## config.mk

```make
export PLATFORM = sky130hd
export DESIGN_NAME = fir_output_requantizer
export DESIGN_NICKNAME = d
export VERILOG_FILES = /design/src/rtl/fir_pkg.sv /design/src/rtl/fir_output_requantizer_round_saturate.sv /design/src/rtl/fir_output_requantizer.sv
export SDC_FILE = /design/constraint.sdc
export NUM_CORES = 1
export LEC_CHECK = 0
export BUFFER_PORTS_ARGS = -buffer_cell sky130_fd_sc_hd__buf_2
export CORE_AREA = 2 2 285 287
export CTS_CLUSTER_DIAMETER = 50
export DETAILED_ROUTE_END_ITERATION = 6
export DIE_AREA = 0 0 287 289
export PLACE_DENSITY = 0.64
export SLEW_MARGIN = 20
export SYNTH_ARGS = -nofsm -noshare
export SYNTH_HDL_FRONTEND = slang
export SYNTH_HIERARCHICAL = 1
export SYNTH_SLANG_ARGS = --single-unit
```

## constraint.sdc

```tcl
create_clock -name clk -period 6.5 [get_ports clk]
set_input_delay 0 -clock clk [delete_from_list [all_inputs] [get_ports clk]]
set_output_delay 0 -clock clk [all_outputs]
set_load 0.01 [all_outputs]
```

## src/rtl/fir_pkg.sv

```systemverilog
// Shared constants and types for the FIR output requantizer family.
package fir_pkg;

    localparam int IN_SAMPLE_WIDTH  = 32;
    localparam int OUT_SAMPLE_WIDTH = 16;
    localparam int MAX_SAMPLES_NUM  = 8;
    localparam int SHIFT_WIDTH      = 5;
    localparam int IDX_WIDTH        = 3;

    localparam logic signed [15:0] OUT_MAX = 16'sh7FFF;
    localparam logic signed [15:0] OUT_MIN = 16'sh8000;

    typedef enum logic [1:0] {
        IDLE,
        RUN,
        FLUSH,
        DONE
    } requant_state_t;

endpackage

```

## src/rtl/fir_output_requantizer_round_saturate.sv

```systemverilog
// Round-half-up arithmetic right shift (registered), then saturation to OUT_W bits.
// Width-generic so the same block serves the 16-bit and the planned 24-bit outputs.
module round_saturate #(
    parameter int IN_W    = 32,
    parameter int OUT_W   = 16,
    parameter int SHIFT_W = 5,
    parameter int TAG_W   = 3
) (
    input  logic               clk,
    input  logic               nReset,
    input  logic               validIn,
    input  logic [IN_W-1:0]    sampleIn,
    input  logic [SHIFT_W-1:0] shiftIn,
    input  logic [TAG_W-1:0]   tagIn,
    output logic               validOut,
    output logic [TAG_W-1:0]   tagOut,
    output logic [OUT_W-1:0]   satOut,
    output logic               clipOut
);

    localparam logic signed [IN_W:0] ONE   = {{IN_W{1'b0}}, 1'b1};
    localparam logic signed [IN_W:0] MAX_V = {{(IN_W-OUT_W+1){1'b0}}, 1'b0, {(OUT_W-1){1'b1}}};
    localparam logic signed [IN_W:0] MIN_V = {{(IN_W-OUT_W+1){1'b1}}, 1'b1, {(OUT_W-1){1'b0}}};

    logic signed [IN_W:0] extSample;
    logic signed [IN_W:0] roundBias;
    logic signed [IN_W:0] roundSum;
    logic signed [IN_W:0] roundNext;
    logic signed [IN_W:0] roundReg;
    logic                 validReg;
    logic [TAG_W-1:0]     tagReg;

    // One extra bit of headroom keeps the rounding add from overflowing.
    always_comb begin
        extSample = {sampleIn[IN_W-1], sampleIn};
        roundBias = (shiftIn == '0) ? '0 : (ONE << (shiftIn - 1'b1));
        roundSum  = extSample + roundBias;
        roundNext = roundSum >>> shiftIn;
    end

    always_ff @(posedge clk or negedge nReset) begin
        if (!nReset) begin
            roundReg <= '0;
            validReg <= 1'b0;
            tagReg   <= '0;
        end else begin
            roundReg <= roundNext;
            validReg <= validIn;
            tagReg   <= tagIn;
        end
    end

    // Saturation is combinational; the caller's shadow slot is the stage-2 register.
    always_comb begin
        satOut  = roundReg[OUT_W-1:0];
        clipOut = 1'b0;
        if (roundReg > MAX_V) begin
            satOut  = MAX_V[OUT_W-1:0];
            clipOut = 1'b1;
        end else if (roundReg < MIN_V) begin
            satOut  = MIN_V[OUT_W-1:0];
            clipOut = 1'b1;
        end
    end

    assign validOut = validReg;
    assign tagOut   = tagReg;

endmodule

```

## src/rtl/fir_output_requantizer.sv

```systemverilog
// Requantizes a packet of signed accumulator results to signed OUT_WIDTH samples,
// serially through a 2-stage pipe, publishing the packet atomically with clip statistics.
module fir_output_requantizer
    import fir_pkg::*;
#(
    parameter int SAMPLES_NUM = MAX_SAMPLES_NUM,
    parameter int IN_WIDTH    = IN_SAMPLE_WIDTH,
    parameter int OUT_WIDTH   = OUT_SAMPLE_WIDTH
) (
    input  logic                             clk,
    input  logic                             nReset,
    input  logic                             startIn,
    input  logic [IN_WIDTH*SAMPLES_NUM-1:0]  dataIn,
    input  logic [SHIFT_WIDTH-1:0]           shiftIn,
    input  logic                             clearStatsIn,
    output logic [OUT_WIDTH*SAMPLES_NUM-1:0] dataOut,
    output logic                             doneOut,
    output logic                             busyOut,
    output logic                             clipOut,
    output logic [15:0]                      clipCountOut
);

    localparam logic [IDX_WIDTH-1:0] LAST_IDX = IDX_WIDTH'(SAMPLES_NUM - 1);

    requant_state_t stateReg;
    requant_state_t stateNext;

    logic [IN_WIDTH*SAMPLES_NUM-1:0] captureReg;
    logic [SHIFT_WIDTH-1:0]          shiftReg;
    logic [IDX_WIDTH-1:0]            idxReg;
    logic                            issue;

    logic [IN_WIDTH-1:0]  captSample [SAMPLES_NUM];
    logic [OUT_WIDTH-1:0] shadowReg  [SAMPLES_NUM];
    logic [OUT_WIDTH-1:0] outSlotReg [SAMPLES_NUM];

    logic                 satValid;
    logic                 satClip;
    logic [IDX_WIDTH-1:0] satIdx;
    logic [OUT_WIDTH-1:0] satSample;

    logic        clipReg;
    logic [15:0] clipCountReg;

    // Sample 0 lives in the most significant slice on both sides.
    generate
        for (genvar gi = 0; gi < SAMPLES_NUM; gi++) begin : gSlot
            assign captSample[gi] = captureReg[IN_WIDTH*(SAMPLES_NUM-1-gi) +: IN_WIDTH];
            assign dataOut[OUT_WIDTH*(SAMPLES_NUM-1-gi) +: OUT_WIDTH] = outSlotReg[gi];
        end
    endgenerate

    always_ff @(posedge clk or negedge nReset) begin
        if (!nReset) begin
            stateReg <= IDLE;
        end else begin
            stateReg <= stateNext;
        end
    end

    always_comb begin
        stateNext = stateReg;
        issue     = 1'b0;
        case (stateReg)
            IDLE: begin
                if (startIn) begin
                    stateNext = RUN;
                end
            end
            RUN: begin
                issue = 1'b1;
                if (idxReg == LAST_IDX) begin
                    stateNext = FLUSH;
                end
            end
            FLUSH:   stateNext = DONE;
            DONE:    stateNext = IDLE;
            default: stateNext = IDLE;
        endcase
    end

    // Inputs are captured only in IDLE, so a start during a packet changes nothing.
    always_ff @(posedge clk or negedge nReset) begin
        if (!nReset) begin
            captureReg <= '0;
            shiftReg   <= '0;
            idxReg     <= '0;
        end else if (stateReg == IDLE && startIn) begin
            captureReg <= dataIn;
            shiftReg   <= shiftIn;
            idxReg     <= '0;
        end else if (issue) begin
            idxReg <= idxReg + 1'b1;
        end
    end

    round_saturate #(
        .IN_W    (IN_WIDTH),
        .OUT_W   (OUT_WIDTH),
        .SHIFT_W (SHIFT_WIDTH),
        .TAG_W   (IDX_WIDTH)
    ) uRoundSaturate (
        .clk      (clk),
        .nReset   (nReset),
        .validIn  (issue),
        .sampleIn (captSample[idxReg]),
        .shiftIn  (shiftReg),
        .tagIn    (idxReg),
        .validOut (satValid),
        .tagOut   (satIdx),
        .satOut   (satSample),
        .clipOut  (satClip)
    );

    always_ff @(posedge clk or negedge nReset) begin
        if (!nReset) begin
            for (int i = 0; i < SAMPLES_NUM; i++) begin
                shadowReg[i]  <= '0;
                outSlotReg[i] <= '0;
            end
        end else begin
            if (satValid) begin
                shadowReg[satIdx] <= satSample;
            end
            if (stateReg == DONE) begin
                for (int i = 0; i < SAMPLES_NUM; i++) begin
                    outSlotReg[i] <= shadowReg[i];
                end
            end
        end
    end

    // A clear in the same cycle as a clip event discards that event.
    always_ff @(posedge clk or negedge nReset) begin
        if (!nReset) begin
            clipReg      <= 1'b0;
            clipCountReg <= '0;
        end else if (clearStatsIn) begin
            clipReg      <= 1'b0;
            clipCountReg <= '0;
        end else if (satValid && satClip) begin
            clipReg <= 1'b1;
            if (clipCountReg != 16'hFFFF) begin
                clipCountReg <= clipCountReg + 16'd1;
            end
        end
    end

    assign doneOut      = (stateReg == DONE);
    assign busyOut      = (stateReg != IDLE);
    assign clipOut      = clipReg;
    assign clipCountOut = clipCountReg;

endmodule
```

==> results.json, run 1 <==
{
  "synth.top_cells.by_count": "576 x dfrtp_1, 554 x mux2_2, 132 x nor2_1, 88 x nand2_1, 77 x a21oi_1",
  "postCtsSetupRepairBufs": 0,
  "vias_per_cell": 5.21,
  "preCtsSetupSlack_ns": 0.927,
  "tightestPinTransition_ns": 1.08,
  "crit_fanout": 33,
  "die_width_um": 287,
  "cts_tree": "yes",
  "grt_max_degree": 186,
  "synth_top_area_share_pct": 51.8,
  "syn_area_mm2": 0.0278,
  "total_leakage_power_nw": 16.1,
  "htreeDepth": 3,
  "wire_per_inst_um": 21.0,
  "clock.fmax_mhz": 177,
  "clk_pin_slew_worst_paths_ns": 0.06,
  "core.rowCount": 104,
  "powerDensity_mw_per_mm2": 562,
  "cts_max_path_buffers": 3,
  "critPathLaunchType": "flip-flop",
  "synth_area_leaders": "dfrtp_1 52%, mux2_2 22%, mux4_2 5.7%",
  "gp_congestion": 0.918,
  "fp.dieArea_mm2": 0.0829,
  "first_pass_iters": 5,
  "syn_to_final_growth_pct": 30.1,
  "layout.nets": 3063,
  "async_flop_share_pct": 100,
  "coreArea_mm2": 0.0799,
  "fin_ws_ns": 0.862,
  "outcome": "completed",
  "clockRootBuffer": "clkbuf_16",
  "hp-class": "in2async",
  "grt_setup_unrepaired": "false",
  "synth_fp_nets": 2402,
  "dp_hpwl_um": 56100,
  "ir_worst_vdd_v": 0.000248,
  "avgSynthCellArea_um2": 13.3,
  "syn_inst": 2096,
  "synth_top_flop_cell": "dfrtp_1",
  "cts.sinks": 576,
  "grt_pass1_vias": 21500,
  "grt_usage_pct": 19.4,
  "worstPathArrival_ns": 6.14,
  "maxCapViolCount": 0,
  "numPortBuffers": 411,
  "n_fill_cell": 7092,
  "fin_crit_sh_pct": 86.7,
  "hold_violations": 0,
  "grt_pass1_wl_um": 126000,
  "io_pins": 412,
  "required_ns": 7.00,
  "chipHeight_um": 289,
  "endpoint_kind": "flip-flop",
  "via_count": 20200,
  "skew_ns": 0.0268,
  "grt_overflow_total": 0,
  "yosys.cell_types.count": 93,
  "wirelength_um": 81500,
  "synth_top_area_cell": "dfrtp_1",
  "synth_warnings": 6,
  "yosysSeqAreaShare_pct": 51.8,
  "drv_slew": 0,
  "synth-seq-cells": 576,
  "maxSlewHeadroom_pct": 27.8,
  "synth_most_common_cell": "dfrtp_1",
  "clock_latency_ns": 0.62,
  "crit_type": "reg2reg",
  "antenna_left": 0,
  "drt_iter0_markers": 1281,
  "fin_crit_ns": 5.64,
  "cts_buffers": 76,
  "setup_tns_ns": 0,
  "synth_edf_count": 0,
  "setup_viol": 0,
  "start_util_pct": 34.8,
  "antenna_found_initial": 5,
  "drc_errors": 0,
  "drive_above_1_share_pct": 43.9
}
==> registers in the layout (all words and copies together), names as in the netlist <==
| signal | count |
|---|---|
| stateReg | 2 |
| uRoundSaturate/tagOut | 3 |
| captSample | 256 |
| uRoundSaturate/validOut | 1 |
| shiftReg | 5 |
| idxReg | 3 |
| uRoundSaturate/roundReg | 33 |
| dataOut | 128 |
| clipCountOut | 16 |
| shadowReg | 128 |
| clipOut | 1 |
==> final cells by class <==
class / count / area [µm²] / share of cell area, %
Multi-Input combinational cell: 1375 / 12800 / 35.3
Tap cell: 1060 / 1330 / 3.67
Clock inverter: 43 / 459 / 1.27
Clock buffer: 96 / 2100 / 5.80
Antenna cell: 4 / 10.0 / 0.0277
Sequential cell: 576 / 14400 / 39.9
Inverter: 16 / 60.1 / 0.166
Timing Repair Buffer: 712 / 5040 / 13.9
==> worst paths after layout <==
check                      cells past startpoint                 startpoint                                     to  slack [ns]
hold / removal                                 2                     nReset                 dataOut[0]$_DFFE_PN0P_        0.02
setup reg to reg                              14      idxReg[0]$_DFFE_PN0P_  uRoundSaturate/roundReg[23]$_DFF_PN0_        0.86
setup / recovery                              14      idxReg[0]$_DFFE_PN0P_  uRoundSaturate/roundReg[23]$_DFF_PN0_        0.86
max in group asynchronous                      3                     nReset             captSample[67]$_DFFE_PN0P_        5.03
min in group clk                               3                dataIn[181]            captSample[181]$_DFFE_PN0P_        0.14
hold reg to reg                                1  shadowReg[94]$_DFFE_PN0P_              shadowReg[94]$_DFFE_PN0P_        0.49
==> kinds of logic after synthesis <==
kind of cell | Yosys count | synth area share [%]
AOI/OAI and AO/OA | 274 | 6.61
xor gates and xnor gates | 35 | 1.13
adders and majority gates | 41 | 1.87
buffers and inverters | 145 | 2.38
DFF | 576 | 51.8
muxes | 667 | 29.8
other | 1 | 0.0135
and+or+nand+nor | 357 | 6.40
==> through the flow <==
| step | power [W] | std cells | util [%] | cell area [µm²] | hold slack (ns) |
|---|---|---|---|---|---|
| after floorplan | 0.0129 | 2096 | - | 27800 | -0.296 |
| after global placement | 0.0157 | 3474 | 38.8 | 31000 | 0.0540 |
| after detailed placement | 0.0160 | 3475 | 38.8 | 31000 | 0.0837 |
| after CTS | 0.0204 | 3878 | 45.3 | 36200 | 0.0231 |
| after global routing | 0.0216 | 3882 | 45.3 | 36200 | 0.0666 |
| final | 0.0203 | 3882 | 45.3 | 36200 | 0.0169 |
==> critical path, stage by stage (launching register included) <==
cell and delay (ns):
dfrtp_4 0.86, mux4_2 0.59, mux2_2 0.33, ha_1 0.26
fa_1 0.43, a211oi_1 0.37, o211ai_1 0.15, a31oi_1 0.45
a21oi_1 0.32, nor2_1 0.31, xor2_1 0.35, mux2i_1 0.12
mux2i_1 0.50, o21ai_0 0.16, a32o_1 0.28
==> where the power goes <==
group	switching, W	leakage (nW)	total, W	internal, W
logic	0.00512	7.76	0.00970	0.00458
clock network	0.00171	1.24	0.00418	0.00247
registers	0.00116	7.08	0.00646	0.00530
==> layout by cell type (no fill, tap or decap), types with 10 or more instances in the layout <==
cell / synthesis / final
dfrtp_1: 576 / 572
mux2_2: 554 / 554
buf_2: 46 / 410
dlygate4sd3_1: 0 / 264
nor2_1: 132 / 132
nand2_1: 88 / 88
clkbuf_16: 0 / 78
a21oi_1: 77 / 77
mux4_2: 71 / 71
o21ai_0: 51 / 51
ha_1: 40 / 39
mux2i_1: 38 / 38
buf_4: 10 / 32
xnor2_1: 18 / 18
or3_1: 17 / 17
xor2_1: 16 / 16
nand4_1: 15 / 15
nor3_1: 15 / 15
clkinv_2: 0 / 14
inv_1: 13 / 13
a211oi_1: 13 / 13
nand3_1: 12 / 12
o211ai_1: 12 / 12
and3_1: 10 / 10
clkbuf_1: 58 / 10
a221oi_1: 10 / 10
o221ai_1: 10 / 10
==> routing by layer <==
metal | up-vias | GRT usage [%] | part of all wire, % | wire [µm]
met5 | - | 0 | 0.013 | 11
met4 | 2 | 5.68 | 2.2 | 1810
met3 | 127 | 3.84 | 5.6 | 4600
met2 | 665 | 33.5 | 50 | 40400
met1 | 10300 | 24.6 | 43 | 34700
li1 | 9114 | - | - | -
==> what timing repair did <==
item | in CTS | in global routing
hold buffers | 264 | 0
gates resized for setup | 0 | 0
endpoints found under the hold margin | 369 | 0
Power figures use the tool's default switching activity.
==> inputs of run 2 (changes only) <==
Settings changed: REMOVE_ABC_BUFFERS from default to 1.
==> results.json, run 2 (synthesis gave the netlist of run 1 again) <==
{
  "multi_input_area_mm2": 0.0128,
  "wire_per_inst_um": 21.0,
  "fin_crit_ns": 5.70,
  "coreArea_mm2": 0.0799,
  "largest_register_ffs": 256,
  "cts_tree": "yes",
  "first_pass_iters": 5,
  "start_util_pct": 34.8,
  "wirelength_um": 82000,
  "core.rowCount": 104,
  "syn_to_final_growth_pct": 30.7,
  "drv_slew": 0,
  "tightestPinTransition_ns": 1.20,
  "hold_violations": 0,
  "required_ns": 7.00,
  "crit_fanout": 30,
  "clockRootBuffer": "clkbuf_16",
  "drc_errors": 0,
  "numPortBuffers": 411,
  "crit_type": "reg2reg",
  "vias_per_cell": 5.22,
  "postCtsSetupRepairBufs": 0,
  "fin_crit_sh_pct": 87.8,
  "grt_overflow_total": 0,
  "clock_latency_ns": 0.62,
  "layout.nets": 3081,
  "skew_ns": 0.0374,
  "worstPathArrival_ns": 6.20,
  "die_width_um": 287,
  "fp.dieArea_mm2": 0.0829,
  "grt_pass1_wl_um": 126000,
  "cts_buffers": 78,
  "antenna_left": 0,
  "drt_iter0_markers": 1187,
  "clock.fmax_mhz": 175,
  "htreeDepth": 3,
  "setup_viol": 0,
  "n_fill_cell": 7120,
  "grt_usage_pct": 19.5,
  "grt_pass1_vias": 21800,
  "post-route-util_pct": 45.5,
  "clk_pin_slew_worst_paths_ns": 0.06,
  "critPathLaunchType": "flip-flop",
  "cts.sinks": 576,
  "via_count": 20300,
  "chipHeight_um": 289,
  "hp-class": "in2async",
  "maxCapViolCount": 0,
  "postPlaceCellArea_mm2": 0.0311,
  "maxSlewHeadroom_pct": 20.2,
  "seqCellArea_mm2": 0.0144,
  "powerDensity_mw_per_mm2": 563,
  "gp_congestion": 0.910,
  "cts_max_path_buffers": 3,
  "antenna_found_initial": 4,
  "final_common_cell": "dfrtp_1",
  "total_leakage_power_nw": 16.2,
  "fin_area_mm2": 0.0364,
  "outcome": "completed",
  "dp_hpwl_um": 55000,
  "drive_above_1_share_pct": 44.1,
  "io_pins": 412,
  "grt_max_degree": 187,
  "endpoint_kind": "flip-flop",
  "final_cell_mix": "572 x dfrtp_1, 554 x mux2_2, 410 x buf_2",
  "ir_worst_vdd_v": 0.000242,
  "grt_setup_unrepaired": "false"
}
## run 2: cell count changes in the layout (fill, tap and decap cells not counted), moves of 3 or more
cell / previous run / this run
buf_4: 32 / 46
clkbuf_8: 8 / 11
clkinv_2: 14 / 6
inv_6: 5 / 8
## run 2: power by group
group	internal (W)	switching, W	total [W]
Combinational	0.00466	0.00514	0.00981
Clock	0.00251	0.00170	0.00421
Sequential	0.00530	0.00113	0.00643
Total	0.0125	0.00798	0.0205
## run 2: metrics by stage
stage | setup WS, ns | cells | power (W) | hold slack [ns] | TNS, ns
detailed placement | 0.792 | 3488 | 0.0161 | 0.0247 | 0
CTS | 0.800 | 3894 | 0.0205 | 0.0344 | 0
finish | 0.796 | 3897 | 0.0205 | 0.0558 | 0
floorplan | -3.89 | 1967 | 0.0131 | -0.296 | -1025.65
global route | 0.521 | 3897 | 0.0217 | 0.0886 | 0
global placement | 0.872 | 3488 | 0.0158 | 0.0135 | 0
## run 2: timing repair
item,CTS,global route
hold buffers,267,0
hold endpoints to repair,362,0
resized for setup,0,0
## run 2: final timing paths
kind | start | to | slack (ns) | depth (start not counted)
worst max-delay path | idxReg[0]$_DFFE_PN0P_ | uRoundSaturate/roundReg[10]$_DFF_PN0_ | 0.80 | 13
worst min-delay path | nReset | shadowReg[78]$_DFFE_PN0P_ | 0.06 | 3
worst max register to register | idxReg[0]$_DFFE_PN0P_ | uRoundSaturate/roundReg[10]$_DFF_PN0_ | 0.80 | 13
worst min register to register | shadowReg[94]$_DFFE_PN0P_ | shadowReg[94]$_DFFE_PN0P_ | 0.49 | 1
max in group asynchronous | nReset | captSample[153]$_DFFE_PN0P_ | 5.46 | 3
min in group clk | dataIn[201] | captSample[201]$_DFFE_PN0P_ | 0.15 | 3
## run 2: critical path, cell delays in order (launching register included)
cell and delay (ns):
dfrtp_4 0.84, buf_4 0.46, mux4_2 0.55, mux2_2 0.30
ha_1 0.51, nand2_1 0.20, a211o_1 0.30, a21oi_1 0.43
mux2_2 0.41, nor4_1 0.60, a21oi_1 0.19, o2bb2ai_1 0.35
o22ai_1 0.15, a211o_1 0.26
## run 2: metal layers
layer / vias up / share of wire [%] / GRT usage, %
met5: - / 0.016 / 0
met2: 677 / 49 / 33.1
met3: 213 / 4.9 / 3.15
met1: 10300 / 41 / 24.5
li1: 9133 / - / -
met4: 2 / 4.2 / 8.59
## run 2: cell type report
type / count / share of cell area [%]
Inverter: 16 / 0.165
Sequential cell: 576 / 39.7
Multi-Input combinational cell: 1375 / 35.1
Clock buffer: 101 / 5.91
Antenna cell: 3 / 0.0206
Clock inverter: 38 / 1.22
Timing Repair Buffer: 728 / 14.3
Tap cell: 1060 / 3.65
